$ cat config.mk
export PLATFORM = sky130hd
export DESIGN_NAME = adder_tree_seq_ctrl
export DESIGN_NICKNAME = d
export VERILOG_FILES = /design/src/rtl/adder_tree_seq_ctrl.sv
export SDC_FILE = /design/constraint.sdc
export NUM_CORES = 1
export LEC_CHECK = 0
export CORE_MARGIN = 5
export CORE_UTILIZATION = 40
export DETAILED_ROUTE_END_ITERATION = 10
export HOLD_SLACK_MARGIN = 0.15
export PLACE_DENSITY = 0.73
export SLEW_MARGIN = 15
export SYNTH_ARGS = -nofsm -noshare
export SYNTH_HDL_FRONTEND = slang
export SYNTH_SLANG_ARGS = --single-unit
$ cat constraint.sdc
create_clock -name clk -period 6 [get_ports clk]
set_input_delay 1.5 -clock clk [delete_from_list [all_inputs] [get_ports clk]]
set_output_delay 1.5 -clock clk [all_outputs]
set_load 0.02 [all_outputs]
$ cat src/rtl/adder_tree_seq_ctrl.sv
// Three-sum adder tree (a+b, c+d, and their total) computed over three cycles on one shared adder.
// Optional macro ADDER_TREE_OP_COUNT_EN adds a saturating 16-bit completed-operation counter (op_count).
module adder_tree_seq_ctrl #(
  parameter int A_W = 4,
  parameter int C_W = 8
) (
  input  logic           clk,
  input  logic           rst_n,
  input  logic           flush,
  input  logic           in_valid,
  output logic           in_ready,
  input  logic [A_W-1:0] a,
  input  logic [A_W-1:0] b,
  input  logic [C_W-1:0] c,
  input  logic [C_W-1:0] d,
  output logic           out_valid,
  input  logic           out_ready,
  output logic [A_W:0]   sum1,
  output logic [C_W:0]   sum2,
  output logic [C_W+1:0] sum3,
  output logic           busy
`ifdef ADDER_TREE_OP_COUNT_EN
  ,
  output logic [15:0]    op_count
`endif
);

  if (C_W < A_W) begin : g_width_check
    $error("adder_tree_seq_ctrl: C_W (%0d) must be >= A_W (%0d)", C_W, A_W);
  end

  // Handshakes: a transfer happens on a rising edge where valid && ready are both high.
  // in_ready and out_valid decode the registered state only, so neither depends on inputs.
  typedef enum logic [2:0] {
    S_IDLE,
    S_ADD_AB,
    S_ADD_CD,
    S_ADD_SUM,
    S_DONE
  } state_t;

  typedef logic [C_W:0]   opnd_t;
  typedef logic [C_W+1:0] sum_t;

  state_t         state;
  state_t         state_nxt;
  logic [A_W-1:0] a_q;
  logic [A_W-1:0] b_q;
  logic [C_W-1:0] c_q;
  logic [C_W-1:0] d_q;
  opnd_t          add_x;
  opnd_t          add_y;
  sum_t           add_s;

  always_ff @(posedge clk) begin
    if (!rst_n) state <= S_IDLE;
    else        state <= state_nxt;
  end

  always_comb begin
    state_nxt = state;
    if (flush) begin
      state_nxt = S_IDLE;
    end else begin
      case (state)
        S_IDLE:    if (in_valid) state_nxt = S_ADD_AB;
        S_ADD_AB:  state_nxt = S_ADD_CD;
        S_ADD_CD:  state_nxt = S_ADD_SUM;
        S_ADD_SUM: state_nxt = S_DONE;
        S_DONE:    if (out_ready) state_nxt = S_IDLE;
        default:   state_nxt = S_IDLE;
      endcase
    end
  end

  always_comb begin
    in_ready  = (state == S_IDLE);
    out_valid = (state == S_DONE);
    busy      = (state != S_IDLE);
  end

  // The single shared adder; its operand pair is selected by the current step.
  always_comb begin
    add_x = '0;
    add_y = '0;
    case (state)
      S_ADD_AB: begin
        add_x = opnd_t'(a_q);
        add_y = opnd_t'(b_q);
      end
      S_ADD_CD: begin
        add_x = opnd_t'(c_q);
        add_y = opnd_t'(d_q);
      end
      S_ADD_SUM: begin
        add_x = opnd_t'(sum1);
        add_y = sum2;
      end
      default: ;
    endcase
  end

  assign add_s = sum_t'(add_x) + sum_t'(add_y);

  // Flush leaves the sums as they are; only the capture and the step writes are suppressed.
  always_ff @(posedge clk) begin
    if (!rst_n) begin
      a_q  <= '0;
      b_q  <= '0;
      c_q  <= '0;
      d_q  <= '0;
      sum1 <= '0;
      sum2 <= '0;
      sum3 <= '0;
    end else if (!flush) begin
      case (state)
        S_IDLE: begin
          if (in_valid) begin
            a_q <= a;
            b_q <= b;
            c_q <= c;
            d_q <= d;
          end
        end
        S_ADD_AB:  sum1 <= add_s[A_W:0];
        S_ADD_CD:  sum2 <= add_s[C_W:0];
        S_ADD_SUM: sum3 <= add_s;
        default: ;
      endcase
    end
  end

`ifdef ADDER_TREE_OP_COUNT_EN
  logic [15:0] op_count_q;

  // A result abandoned by flush in the same cycle is not counted as delivered.
  always_ff @(posedge clk) begin
    if (!rst_n) begin
      op_count_q <= '0;
    end else if (out_valid && out_ready && !flush && (op_count_q != 16'hFFFF)) begin
      op_count_q <= op_count_q + 16'd1;
    end
  end

  assign op_count = op_count_q;
`endif

endmodule
==> flow_metrics.tcl <==
set metrics [dict create \
    cts-buffers-inserted 5 \
    rows 29 \
    avgRoutedWirePerCell_um 14.3 \
    min_path_type "register to register" \
    ios 56 \
    maxSlewHeadroom_pct 40.2 \
    maxCapViolCount 0 \
    powerDensity_mw_per_mm2 198 \
    worstMarginPinSlew_ns 0.894 \
    ant_nets 0 \
    grt_pass1_wl_mm 11.0 \
    worst-endpoint-required_ns 4.50 \
    die_h_um 90.5 \
    first_global_vias 2349 \
    finalSetupTns_ns 0 \
    synth_edf_count 0 \
    cts.sinks 51 \
    fin_skew_ns 0.0116 \
    ys_types 42 \
    synthesis.nets 371 \
    syn_area_per_cell_um2 7.79 \
    antennaDiodeCount 0 \
    cts_resized 0 \
    cts.clk_slew.worst_paths_ns 0.09 \
    holdBufCountCts 0 \
    cp_max_fo 23 \
    vias 2424 \
    grt_overflow_total 0 \
    io_buffers 55 \
    regArea_mm2 0.00102 \
    end_kind "output pin" \
    dieArea_mm2 0.00819 \
    clk_latency_ns 0.31 \
    synth_flop_cell "dfxtp_1" \
    grt_max_degree 45 \
    drt_iter0_markers 187 \
    track_usage_pct 15.9 \
    drive_above_1_share_pct 5.85 \
    drcViolationCount 0 \
    antenna_found_initial 0 \
    synthCells 333 \
    synthArstFlopShare_pct 0 \
    dr.pass1.iters 4 \
    period_minus_slack_ns 3.58 \
    layout.nets 414 \
    hold_viol 0 \
    rsz0062_at_grt "no" \
    core-area_mm2 0.00631 \
    gp_congestion 0.898 \
    ir_worst_vdd_mv 0.100 \
    place_hpwl_mm 4.76 \
    status "finished, final reports clean" \
    cp-start-kind "register" \
    fillers 641 \
    initial_utilization_pct 41.1 \
    synth.area.top_cells "dfxtp_1, nand2_1, a21oi_1" \
    cts_root_buffer "clkbuf_8" \
    arrival_ns 2.08 \
    drt-total-wl_mm 6.48 \
    dpl_cell_area_mm2 0.00317 \
    cts.htree.levels 2 \
    finalSetupViolCount 0 \
    finalInstanceArea_mm2 0.00327 \
    worst-setup-path-type "register to output pin" \
    whs_ns 0.457 \
    area_growth_pct 26.3 \
    yosys_warnings 0 \
    min_period_over_period_pct 59.6 \
    synth-seq-cells 51 \
    synth_top_area_share_pct 39.4 \
    ys_seq_area_share_pct 39.4 \
    synth_top_area_cell "dfxtp_1" \
    clk_path_buf_depth 2 \
    cts_post_setup_buffers_inserted 0 \
    syn_area_mm2 0.00259 \
    fmaxAchievable_mhz 279 \
    die_w_um 90.5 \
    cts_tree "built" \
    leakage_nw 1.18 \
    vias_per_cell 5.35 \
    final_max_slew_viol_count 0 \
    multi_input_area_mm2 0.00146 \
]
-- metrics by stage --
stage	utilization (%)	std cells	power, mW	setup WS, ns
2_1_floorplan	-	333	0.395	3.23
6_report	51.8	453	0.647	2.42
3_5_place_dp	50.2	446	0.424	2.41
4_1_cts	51.8	453	0.652	2.42
5_1_grt	51.8	453	0.676	2.29
3_3_place_gp	50.2	446	0.423	2.42
-- layout by cell type (no fill, tap or decap), types with 5 or more instances in the layout --
cell / instances
nand2_1: 74
clkdlybuf4s50_1: 55
dfxtp_1: 51
a21oi_1: 46
nor2_1: 28
nand3_1: 16
mux2_2: 8
or3_1: 8
ha_1: 8
o21ai_0: 6
a22oi_1: 5
mux2i_1: 5
o311ai_0: 5
clkbuf_8: 5
-- worst paths after layout --
path	from	to	slack, ns	cells past startpoint
worst min-delay path	d_q[4]	d_q[4]	0.46	2
worst min register to register	d_q[4]	d_q[4]	0.46	2
worst max register to register	state[1]	sum2[4]	2.91	9
worst max-delay path	state[1]	in_ready	2.42	3
-- critical path, cell delays in order (launching register included) --
cell and delay, ns:
dfxtp_1 0.57, or3_1 0.51, inv_1 0.09, clkdlybuf4s50_1 0.60
-- cells in the mapped netlist (all sizes together), types with 2 or more instances --
| library cell | n |
|---|---|
| a21o | 4 |
| mux2 | 8 |
| nor3b | 5 |
| clkbuf | 15 |
| nand3b | 2 |
| o21ai | 6 |
| nand4 | 2 |
| dfxtp | 51 |
| or4 | 2 |
| ha | 8 |
| a21boi | 2 |
| nand2 | 74 |
| a22oi | 5 |
| and3b | 2 |
| buf | 8 |
| nor3 | 4 |
| a31o | 2 |
| nor2 | 28 |
| nand3 | 16 |
| o311ai | 6 |
| inv | 3 |
| nor4b | 2 |
| or3 | 8 |
| mux2i | 5 |
| nand2b | 4 |
| a21oi | 46 |
| and3 | 2 |
| a211oi | 3 |
-- routing by layer --
| layer | up-vias | share of wire, % | wire, um | GRT usage, % |
|---|---|---|---|---|
| met5 | - | 0 | 0 | 0 |
| met4 | 0 | 2.5 | 161 | 6.33 |
| met3 | 17 | 5.9 | 384 | 3.67 |
| met2 | 70 | 44 | 2870 | 24.5 |
| met1 | 1096 | 47 | 3060 | 21.3 |
| li1 | 1241 | - | - | - |
-- report_power, final --
part / internal [mW] / leakage [nW] / switching (mW)
sequential: 0.347 / 0.414 / 0.00609
combinational: 0.0321 / 0.718 / 0.0311
clock: 0.122 / 0.0513 / 0.109
-- final cells by class --
class                           count  area share [%]
Clock inverter                      1           0.917
Inverter                            4           0.459
Sequential cell                    51            31.2
Clock buffer                        6            2.22
Timing Repair Buffer               59            17.7
Multi-Input combinational cell    255            44.5
Tap cell                           77            2.94
-- logic make-up (layout without fill, tap and decap cells) --
kind of cell    after synthesis  after routing  synth area share, %
compound gates               75             75                 17.0
xor+xnor                      2              2                0.676
simple gates                156            156                 28.5
buf+inv                      27             70                 4.39
fa+ha+maj                     9              9                 4.63
flops                        51             51                 39.4
mux                          13             13                 5.41
-- state kept, by name, indices dropped and copies added (netlist names) --
name,flops
state,3
a_q,4
sum1,5
d_q,8
b_q,4
sum3,10
sum2,9
c_q,8
Power figures use the tool's default switching activity.
